**src/rtl/vend_pkg.sv**
```systemverilog
// vend_pkg: shared types and constants for the vending transaction controller.
// Holds the controller state encoding, the coin-acceptor codes and the
// rupee value of the smallest coin (the unit in which change is paid out).
package vend_pkg;

    typedef enum logic [1:0] {
        IDLE   = 2'd0,
        CREDIT = 2'd1,
        VEND   = 2'd2,
        CHANGE = 2'd3
    } vend_state_t;

    localparam logic [1:0] COIN_5    = 2'b00;
    localparam logic [1:0] COIN_10   = 2'b01;
    localparam logic [1:0] COIN_BAD  = 2'b10;
    localparam logic [1:0] COIN_NONE = 2'b11;

    localparam int COIN_UNIT = 5;

    // Rupee value of a coin code; bad / absent coins are worth nothing.
    function automatic int coin_value(input logic [1:0] code);
        case (code)
            COIN_5:  return COIN_UNIT;
            COIN_10: return 2 * COIN_UNIT;
            default: return 0;
        endcase
    endfunction

endpackage

```
**src/rtl/vend_if.sv**
```systemverilog
// vend_if: customer-side and actuator-side signals of the vending controller.
//
// Handshakes:
//   coin : a coin is taken on every rising clock edge where coin_valid and
//          coin_ready are both high; coin_ready depends on controller state only.
//   disp : disp_req is held high until the edge on which disp_ack (a
//          single-cycle pulse, only while disp_req is high) is sampled.
//   chg  : chg_req is held high for the whole payout; each sampled chg_ack
//          pays one 5rs coin, and acks may arrive on consecutive cycles.
//   buy / cancel are single-cycle requests; reject is a single-cycle pulse.
interface vend_if #(parameter int CW = 6);

    logic          coin_valid;
    logic [1:0]    coin;
    logic          coin_ready;
    logic          buy;
    logic          cancel;
    logic          reject;
    logic          disp_req;
    logic          disp_ack;
    logic          chg_req;
    logic          chg_ack;
    logic [CW-1:0] credit;
    logic          busy;

    // Environment side: coin acceptor, keypad and actuators.
    modport master (
        output coin_valid, coin, buy, cancel, disp_ack, chg_ack,
        input  coin_ready, reject, disp_req, chg_req, credit, busy
    );

    // Controller side.
    modport slave (
        input  coin_valid, coin, buy, cancel, disp_ack, chg_ack,
        output coin_ready, reject, disp_req, chg_req, credit, busy
    );

endinterface

```
**src/rtl/vend_idle_timer.sv**
```systemverilog
// vend_idle_timer: clear/enable up-counter with a terminal-count flag.
// tc is high during the TIMEOUT-th consecutive enabled, uncleared cycle,
// so the owner can act on the same edge the count would reach TIMEOUT.
module vend_idle_timer #(
    parameter int TIMEOUT = 255
) (
    input  logic clk,
    input  logic rst,
    input  logic clr,
    input  logic en,
    output logic tc
);

    localparam int W = $clog2(TIMEOUT + 1);

    logic [W-1:0] cnt;

    // Count enabled idle cycles; clear has priority over counting.
    always_ff @(posedge clk or posedge rst) begin
        if (rst) begin
            cnt <= '0;
        end else if (clr) begin
            cnt <= '0;
        end else if (en) begin
            cnt <= cnt + 1'b1;
        end
    end

    assign tc = en && !clr && (cnt == W'(TIMEOUT - 1));

endmodule

```
**src/rtl/vend_ctrl.sv**
```systemverilog
// vend_ctrl: vending machine transaction controller.
// Collects coins into a credit register, vends on buy, and pays remaining
// credit back in 5rs coins through the change hopper.
// Optional feature: define VEND_TIMEOUT_EN to refund credit automatically
// after TIMEOUT idle cycles in CREDIT (uses vend_idle_timer).
module vend_ctrl
    import vend_pkg::*;
#(
    parameter int PRICE      = 15,
    parameter int MAX_CREDIT = 35,
    parameter int CW         = 6,
    parameter int TIMEOUT    = 255
) (
    input  logic        clk,
    input  logic        rst,
    vend_if.slave       bus,
    output vend_state_t dbg_state
);

    if ((PRICE % COIN_UNIT) != 0 || (MAX_CREDIT % COIN_UNIT) != 0 ||
        MAX_CREDIT < PRICE || MAX_CREDIT >= (1 << CW) || TIMEOUT < 1) begin : g_bad_cfg
        $error("vend_ctrl: inconsistent PRICE/MAX_CREDIT/CW/TIMEOUT");
    end

    vend_state_t   state_q, state_d;
    logic [CW-1:0] credit_q, credit_d;
    logic          reject_q, reject_d;

    logic          accepting;
    logic          coin_event;
    logic          coin_fits;
    logic [CW:0]   coin_sum;
    logic          timer_tc;

    assign accepting  = (state_q == IDLE) || (state_q == CREDIT);
    // Any taken coin other than "no coin" counts as a coin event (bad coins too).
    assign coin_event = bus.coin_valid && accepting && (bus.coin != COIN_NONE);
    assign coin_sum   = {1'b0, credit_q} + (CW+1)'(coin_value(bus.coin));
    assign coin_fits  = ((bus.coin == COIN_5) || (bus.coin == COIN_10)) &&
                        (coin_sum <= (CW+1)'(MAX_CREDIT));

`ifdef VEND_TIMEOUT_EN
    logic timer_clr;
    // Any customer activity, or being outside CREDIT, restarts the idle count.
    assign timer_clr = (state_q != CREDIT) || bus.cancel || coin_event || bus.buy;

    vend_idle_timer #(.TIMEOUT(TIMEOUT)) u_idle_timer (
        .clk (clk),
        .rst (rst),
        .clr (timer_clr),
        .en  (state_q == CREDIT),
        .tc  (timer_tc)
    );
`else
    assign timer_tc = 1'b0;
`endif

    // State, credit and reject registers; reset abandons any credit in flight.
    always_ff @(posedge clk or posedge rst) begin
        if (rst) begin
            state_q  <= IDLE;
            credit_q <= '0;
            reject_q <= 1'b0;
        end else begin
            state_q  <= state_d;
            credit_q <= credit_d;
            reject_q <= reject_d;
        end
    end

    // Next state and credit: in CREDIT, cancel beats a coin, which beats buy.
    always_comb begin
        state_d  = state_q;
        credit_d = credit_q;
        reject_d = 1'b0;
        case (state_q)
            IDLE: begin
                if (coin_event) begin
                    if (coin_fits) begin
                        credit_d = coin_sum[CW-1:0];
                        state_d  = CREDIT;
                    end else begin
                        reject_d = 1'b1;
                    end
                end
            end
            CREDIT: begin
                if (bus.cancel) begin
                    state_d = CHANGE;
                end else if (coin_event) begin
                    if (coin_fits) begin
                        credit_d = coin_sum[CW-1:0];
                    end else begin
                        reject_d = 1'b1;
                    end
                end else if (bus.buy) begin
                    if (credit_q >= CW'(PRICE)) begin
                        state_d = VEND;
                    end
                end else if (timer_tc) begin
                    state_d = CHANGE;
                end
            end
            VEND: begin
                if (bus.disp_ack) begin
                    if (credit_q > CW'(PRICE)) begin
                        credit_d = credit_q - CW'(PRICE);
                        state_d  = CHANGE;
                    end else begin
                        credit_d = '0;
                        state_d  = IDLE;
                    end
                end
            end
            CHANGE: begin
                if (credit_q == '0) begin
                    state_d = IDLE;
                end else if (bus.chg_ack) begin
                    if (credit_q > CW'(COIN_UNIT)) begin
                        credit_d = credit_q - CW'(COIN_UNIT);
                    end else begin
                        credit_d = '0;
                        state_d  = IDLE;
                    end
                end
            end
            default: begin
                state_d  = IDLE;
                credit_d = '0;
            end
        endcase
    end

    // Outputs decoded from state or taken straight from registers.
    always_comb begin
        bus.coin_ready = accepting;
        bus.busy       = (state_q == VEND) || (state_q == CHANGE);
        bus.disp_req   = (state_q == VEND);
        bus.chg_req    = (state_q == CHANGE);
        bus.credit     = credit_q;
        bus.reject     = reject_q;
        dbg_state      = state_q;
    end

endmodule

```
**src/flat_wrapper.sv**
```systemverilog
// flat-port wrapper written by rule: the top's interface ports become plain ports
module vend_ctrl_flat import vend_pkg::*;
#(
    parameter int PRICE      = 15,
    parameter int MAX_CREDIT = 35,
    parameter int CW         = 6,
    parameter int TIMEOUT    = 255
)
  (clk, rst, dbg_state, bus_coin_valid, bus_coin, bus_buy, bus_cancel, bus_disp_ack, bus_chg_ack, bus_coin_ready, bus_reject, bus_disp_req, bus_chg_req, bus_credit, bus_busy);
  vend_if #(.CW(CW)) bus_i ();
  input  logic clk;
  input  logic rst;
  output vend_state_t dbg_state;
  input wire logic [$bits(bus_i.coin_valid)-1:0] bus_coin_valid;
  input wire logic [$bits(bus_i.coin)-1:0] bus_coin;
  input wire logic [$bits(bus_i.buy)-1:0] bus_buy;
  input wire logic [$bits(bus_i.cancel)-1:0] bus_cancel;
  input wire logic [$bits(bus_i.disp_ack)-1:0] bus_disp_ack;
  input wire logic [$bits(bus_i.chg_ack)-1:0] bus_chg_ack;
  output wire logic [$bits(bus_i.coin_ready)-1:0] bus_coin_ready;
  output wire logic [$bits(bus_i.reject)-1:0] bus_reject;
  output wire logic [$bits(bus_i.disp_req)-1:0] bus_disp_req;
  output wire logic [$bits(bus_i.chg_req)-1:0] bus_chg_req;
  output wire logic [$bits(bus_i.credit)-1:0] bus_credit;
  output wire logic [$bits(bus_i.busy)-1:0] bus_busy;
  assign bus_i.coin_valid = bus_coin_valid;
  assign bus_i.coin = bus_coin;
  assign bus_i.buy = bus_buy;
  assign bus_i.cancel = bus_cancel;
  assign bus_i.disp_ack = bus_disp_ack;
  assign bus_i.chg_ack = bus_chg_ack;
  assign bus_coin_ready = bus_i.coin_ready;
  assign bus_reject = bus_i.reject;
  assign bus_disp_req = bus_i.disp_req;
  assign bus_chg_req = bus_i.chg_req;
  assign bus_credit = bus_i.credit;
  assign bus_busy = bus_i.busy;
  vend_ctrl #(.PRICE(PRICE), .MAX_CREDIT(MAX_CREDIT), .CW(CW), .TIMEOUT(TIMEOUT)) u_core (.clk(clk), .rst(rst), .bus(bus_i), .dbg_state(dbg_state));
endmodule
```
**config.mk**
```make
export PLATFORM = sky130hd
export DESIGN_NAME = vend_ctrl_flat
export DESIGN_NICKNAME = d
export VERILOG_FILES = /design/src/rtl/vend_pkg.sv /design/src/rtl/vend_if.sv /design/src/rtl/vend_idle_timer.sv /design/src/rtl/vend_ctrl.sv /design/src/flat_wrapper.sv
export SDC_FILE = /design/constraint.sdc
export NUM_CORES = 1
export LEC_CHECK = 0
export CAP_MARGIN = 20
export CORE_ASPECT_RATIO = 1.4
export CORE_MARGIN = 1.5
export CORE_UTILIZATION = 55
export DETAILED_ROUTE_END_ITERATION = 8
export GPL_ROUTABILITY_DRIVEN = 0
export HOLD_SLACK_MARGIN = 0.06
export PLACE_DENSITY = 0.89
export SLEW_MARGIN = 15
export SYNTH_ARGS = -nofsm -noshare
export SYNTH_HDL_FRONTEND = slang
export SYNTH_SLANG_ARGS = --single-unit
```
**constraint.sdc**
```tcl
create_clock -name clk -period 4.1 [get_ports clk]
set_input_delay 1.23 -clock clk [delete_from_list [all_inputs] [get_ports clk]]
set_output_delay 1.23 -clock clk [all_outputs]
set_load 0.1 [all_outputs]
```
==> results by group <==
Outcome
  • Run status: completed

GRT
  • Antenna violations before repair: 0
  • Global-route usage over all layers: 0.288
  • Vias in the first global route: ~1300
  • First-pass GRT wire length: 5880 um
  • Overall overflow remaining after global route: 0
  • Largest net degree at the start of global routing: 23

Yosys
  • Synth Register Bits: 9
  • Top-area cell type share of the netlist area: 0.167
  • Post-synthesis instance total: around 160
  • FFs w/ async S/R, synth: 1.00
  • Main synth FF type: dfrtp_1
  • Cell Area, Synth: 1350 um2
  • Yosys cell types: 65
  • Syn nets: 171
  • Ys Warns: 0
  • Mapped Avg Cell Area: roughly 8.6 um2
  • Post-synth EDFFs: 0
  • Sequential share of the synthesized area: 0.167
  • Cell taking the most area after synthesis: dfrtp_1
  • Largest cells by area after synthesis: dfrtp_1, clkbuf_8, ha_1

Clock network
  • Cts bufs inserted: 3
  • Hold_buf cts: 0
  • Clk sinks: 9
  • Largest buffer count on any clock path: 2
  • Clock latency on the worst-skew pair: 0.27 ns
  • Clock transition at the registers of the reported paths: around 0.070 ns
  • Postcts setup bufs: 0
  • H-tree depth: 1
  • CTS resizes: 0
  • CTS tree: done
  • CTS root buf: clkbuf_4

Die
  • Die area: between 2000 and 3000 um2
  • Core ar.: 2360 um2
  • # IOs: 22
  • Initial Utilization: 0.570
  • Cell row count: 21
  • Chip Width: 44.9 um
  • Die H: just over 60 um

STA
  • Max Transition Viols Final: 0
  • Worst slew margin: 0.360
  • TNS Setup: 0 ns
  • Clock skew: 0.0114 ns
  • Endpoints failing hold: 0
  • Tightest Pin Transition: 0.957 ns
  • Final setup fails: 0
  • Fmax: 0.276 GHz
  • Post-route clock period utilization: 0.882
  • RSZ-0062 raised after global routing: no
  • Tmin final: approximately 3.6 ns

Route
  • Via density: 7.22
  • DR DRC count: 0
  • WL final: around 3700 um
  • Routed length per instance: ~19 um
  • Via count: 1379
  • 1st-pass router iterations: 4
  • DRT iter0 DRCs: 80
  • Detail Route Antenna Nets: 0

Hold path
  • HP Start: u_core.dbg_state[0]$_DFFE_PP0P_
  • Worst hold path stage count: 2
  • Hold crit path type: reg -> reg

Worst setup path
  • R2R depth: 9
  • Max Fanout on Critical Path: 13
  • Reg2reg start: u_core.bus.credit[1]$_DFFE_PP0P_
  • Crit path max-delay cell type: clkdlybuf4s50_1
  • Worst setup startpoint: bus_coin[1]
  • Crit Path Category: in -> reg
  • Worst path max stage delay: approximately 0.43 ns
  • CP arrival: 3.76 ns
  • Worst-path cell chain: clkdlybuf4s50_1 -> buf_4 -> nor3_1 -> ha_1 -> inv_2 -> o311a_1 -> a211o_1 -> a31o_2 -> a221oi_1 -> a21oi_1
  • Startpoint types: input port
  • Worst setup EP type: flip-flop
  • Worst EP required: 4.24 ns

Final layout
  • Antenna diode count: 0
  • Synth-to-Final Area Change: 7.89%
  • Final net count: 183
  • Share of layout cells above drive strength 1: 0.226

Job
  • Max-Cap Viols: 0

Placement
  • Dpl hpwl: approximately 2700 um
  • Port Buffers: 21
[synthesized netlist by cell type, types with 4 or more instances]
| cell type | number |
|---|---|
| dfrtp_1 | 9 |
| a21oi_1 | 9 |
| inv_1 | 10 |
| nor2_1 | 9 |
| nand3_1 | 7 |
| xnor2_1 | 4 |
| nand2_1 | 6 |
| ha_1 | 5 |
| o21ai_0 | 8 |
| clkbuf_8 | 6 |
| nor2b_1 | 4 |
| nor3_1 | 4 |
[layer usage]
metal | global-route usage | wire (um)
met5 | 0 | 0
met4 | 0.139 | 140
met3 | 0.0528 | 296
met2 | 0.505 | 1950
met1 | 0.334 | 1310
[sequential cells by signal (all words and copies together) (netlist names)]
register and flops:
u_core.dbg_state 2, u_core.bus.credit 6, u_core.bus.reject 1
[layout by cell type, fill, tap and decap left out, types with 2 or more instances in the layout]
cell / synthesis / final
a31oi_1: 3 / 3
o21ai_1: 2 / 2
inv_1: 10 / 10
mux2i_1: 2 / 2
mux2_4: 2 / 2
o221ai_1: 3 / 3
a211o_1: 2 / 2
dfrtp_1: 9 / 9
buf_4: 3 / 14
clkbuf_4: 0 / 3
o21ai_0: 8 / 8
a21o_1: 3 / 3
xnor2_1: 4 / 4
nor2_1: 9 / 9
a221oi_1: 2 / 2
nor3_1: 4 / 4
a21oi_1: 9 / 9
nand4b_1: 2 / 2
nand3_1: 7 / 7
o32a_1: 2 / 2
clkdlybuf4s50_1: 0 / 9
nand2b_1: 2 / 2
a31o_2: 2 / 2
and3_1: 3 / 3
ha_1: 5 / 5
nand2_1: 6 / 6
nor2b_1: 4 / 4
a211oi_2: 2 / 2
[worst paths after layout]
kind	slack [ns]	end
min in group asynchronous	1.22	u_core.bus.credit[3]$_DFFE_PP0P_
max in group asynchronous	2.63	u_core.dbg_state[1]$_DFFE_PP0P_
hold / removal	0.82	u_core.dbg_state[1]$_DFFE_PP0P_
hold reg to reg	0.82	u_core.dbg_state[1]$_DFFE_PP0P_
setup reg to reg	1.16	u_core.bus.credit[2]$_DFFE_PP0P_
setup / recovery	0.48	u_core.bus.credit[2]$_DFFE_PP0P_
[cell type report]
class	instances	area [um2]
clock buffers	4	26.3
fillers	213	910
multi-input cells	121	938
repair buffers	23	195
inverters	11	41.3
well taps	23	28.8
flip-flops and latches	9	225
[metrics by stage]
stage | worst slack [ns] | hold WS (ns) | utilization | cell area, um2 | instances
3_5_place_dp | 0.233 | 0.801 | 0.604 | 1430 | 187
2_1_floorplan | 0.0651 | 1.06 | - | 1350 | 157
6_report | 0.482 | 0.820 | 0.615 | 1460 | 191
5_1_grt | 0.349 | 0.883 | 0.615 | 1460 | 191
4_1_cts | 0.508 | 0.812 | 0.615 | 1460 | 191
3_3_place_gp | 0.336 | 0.806 | 0.604 | 1430 | 187
[cells by family (layout without fill, tap and decap cells)]
logic type                 after synthesis  after routing  share of synthesized area
DFF                                      9              9                      0.167
adders and majority gates                6              6                     0.0538
xor gates and xnor gates                 4              4                     0.0260
and+or+nand+nor                         47             47                      0.202
AOI/OAI and AO/OA                       59             59                      0.368
buffers and inverters                   27             38                      0.137
muxes                                    5              5                     0.0455
[critical path: cells and delay by family]
kind            cells  cell delay, ns
compound gates      5            1.34
buf+inv             3            0.70
fa+ha+maj           1            0.30
simple gates        1            0.19
Power is not shown: default switching activity piles up to over one toggle a cycle in this logic, so the estimate is an artifact.
==> RTL change (same settings) <==
`CW` is set to 6 in 3 places; all go to 8.
--- a/src/rtl/vend_if.sv
+++ b/src/rtl/vend_if.sv
@@ -8,7 +8,7 @@
 //   chg  : chg_req is held high for the whole payout; each sampled chg_ack
 //          pays one 5rs coin, and acks may arrive on consecutive cycles.
 //   buy / cancel are single-cycle requests; reject is a single-cycle pulse.
-interface vend_if #(parameter int CW = 6);
+interface vend_if #(parameter int CW = 8);
 
     logic          coin_valid;
     logic [1:0]    coin;
--- a/src/rtl/vend_ctrl.sv
+++ b/src/rtl/vend_ctrl.sv
@@ -8,7 +8,7 @@
 #(
     parameter int PRICE      = 15,
     parameter int MAX_CREDIT = 35,
-    parameter int CW         = 6,
+    parameter int CW         = 8,
     parameter int TIMEOUT    = 255
 ) (
     input  logic        clk,
--- a/src/flat_wrapper.sv
+++ b/src/flat_wrapper.sv
@@ -3,7 +3,7 @@
 #(
     parameter int PRICE      = 15,
     parameter int MAX_CREDIT = 35,
-    parameter int CW         = 6,
+    parameter int CW         = 8,
     parameter int TIMEOUT    = 255
 )
   (clk, rst, dbg_state, bus_coin_valid, bus_coin, bus_buy, bus_cancel, bus_disp_ack, bus_chg_ack, bus_coin_ready, bus_reject, bus_disp_req, bus_chg_req, bus_credit, bus_busy);
Interface: changed (resized bus_credit); port bits go from 22 to 24. The function was not compared with the original's and may differ.
==> RTL change against the unedited design <==
- worst setup slack lost 360 ps
- area after synthesis up 2.2%
- wire length grew 11%
- sequential cell count up 2
- clock skew down 1.8 ps
- final area rose by 21%
- hold slack worse by 200 ps
- critical endpoint is now u_core.bus.credit[5]
- maximum frequency shrank 9.0%
Power is left out: the tool's default activity adds up to more than one toggle a clock period on the data nets, which glitch-free logic cannot reach.
==> RTL change: results <==
[min_path]
timing.hold.worst_path_depth = 1
timing.hold.worst_endpoint = u_core.bus.credit[6]
min-delay-start = u_core.bus.credit[6]

[critical_path]
slowest_stage = sky130_fd_sc_hd__clkdlybuf4s50_1
r2r_setup_slack_ps = 840
worstPathMaxFanout = 4
cp_top_family = compound AO/OA/AOI/OAI gates
regToRegStartpoint = u_core.bus.credit[1]
worstReg2RegEnd = u_core.bus.credit[5]
slowest_delay_ps = 520
r2r.worst_path.cells = 13

[synthesis]
ys_top_cells_by_area = sky130_fd_sc_hd__dfrtp_1 20%, sky130_fd_sc_hd__ha_1 6.4%, sky130_fd_sc_hd__nor2_1 6.3%
syn-num-nets = 197
yosysUniqueCellTypes = 58
post_synth.cell_area_avg_sq_um = 7.62
synth_top_cells_by_count = 23 x sky130_fd_sc_hd__nor2_1, 15 x sky130_fd_sc_hd__nand2_1, 13 x sky130_fd_sc_hd__a21oi_1
async_reset_ff_share_pct = 100
synthFlopType = sky130_fd_sc_hd__dfrtp_1
synth_sequential_area_ratio_pct = 20.0

[finish]
largest_register_ff_count = 8
drive_above_1_share_pct = 25.2
finalNetCount = 231

[drt]
post_drt_via_cell_ratio = 6.49
drt_iter0_markers = 127
route.vias.total = 1609
wire_per_inst_microns = 16.5
drt_pass1_iterations = 5

[clock_network]
htreeDepth = 1
cts-root-to-sink-buffers = 2

[timing]
hold_ws_ps = 618
clock-skew-final_ps = 9.66
tightestPinTransition_ps = 967

[placed_design]
numPlacedInstances = 242
portBuffers = 23
place.detailed.hpwl_mm = 2.99

[global_routing]
grt_pass1_wl_mm = 6.82
grt.met3_usage_pct = 3.49
pin_count_of_the_biggest_net_entering_global_routing = 19
grt_use_met2_pct = 52.1
antenna_found_initial = 0
gr-usage-all-layers_pct = 31.6
use_met1_pct = 37.4

[run_status]
outcome = finished, final reports clean
RTL change: cell types whose count changed in the layout (fill, tap and decap cells not counted), sizes merged, moves of 5 or more:
cell	before	now
a21oi	9	14
buf	14	31
inv	11	4
nand2	6	15
nor2	9	23
o21ai	10	15
RTL change: timing repair:
action                     in CTS  in global routing
resized for setup               0                  7
setup buffers                   0                  2
setup endpoints to repair       0                  8
RTL change: per-stage QoR:
step / cell area (sq um) / setup WS (ps) / setup TNS, ps
floorplan: 1390 / 206 / 0
global placement: 1700 / -88.9 / -364
detailed placement: 1700 / -198 / -1330
CTS: 1720 / 88.0 / 0
global route: 1760 / -27.2 / -54.6
finish: 1760 / 127 / 0
RTL change: area by class of cell:
class	count	area [sq um]
multi-input combinational	152	1050
clock buffer	4	26.3
timing repair buffer	42	345
fill	168	636
tap	34	42.5
inverter	5	20.0
sequential	11	275
RTL change: metal layers:
layer  part of all wire (%)  up-vias
met2                     53      105
met3                    7.1       19
met4                    3.6        0
met5                      0        -
li1                       -      752
met1                     37      733
RTL change: logic make-up (layout without fill, tap and decap cells):
| family | Yosys count | after routing | synth area share, % |
|---|---|---|---|
| xor gates and xnor gates | 5 | 5 | 3.18 |
| and+or+nand+nor | 67 | 67 | 23.0 |
| DFF | 11 | 11 | 20.0 |
| buffers and inverters | 18 | 51 | 5.72 |
| AOI/OAI and AO/OA | 65 | 65 | 35.1 |
| adders and majority gates | 9 | 9 | 7.89 |
| muxes | 6 | 6 | 5.17 |
RTL change: worst max-delay path by stage:
stage,startpoint,to,depth (start not counted),slack (ps)
2_1_floorplan,bus_coin[1],u_core.bus.credit[2],11,210
3_3_place_gp,bus_coin[0],u_core.bus.credit[2],12,-90
3_5_place_dp,bus_coin[1],u_core.bus.credit[3],13,-200
4_1_cts,bus_coin[1],u_core.bus.credit[3],13,90
5_1_grt,bus_coin[0],u_core.bus.credit[5],12,-30
6_report,bus_coin[0],u_core.bus.credit[5],12,130
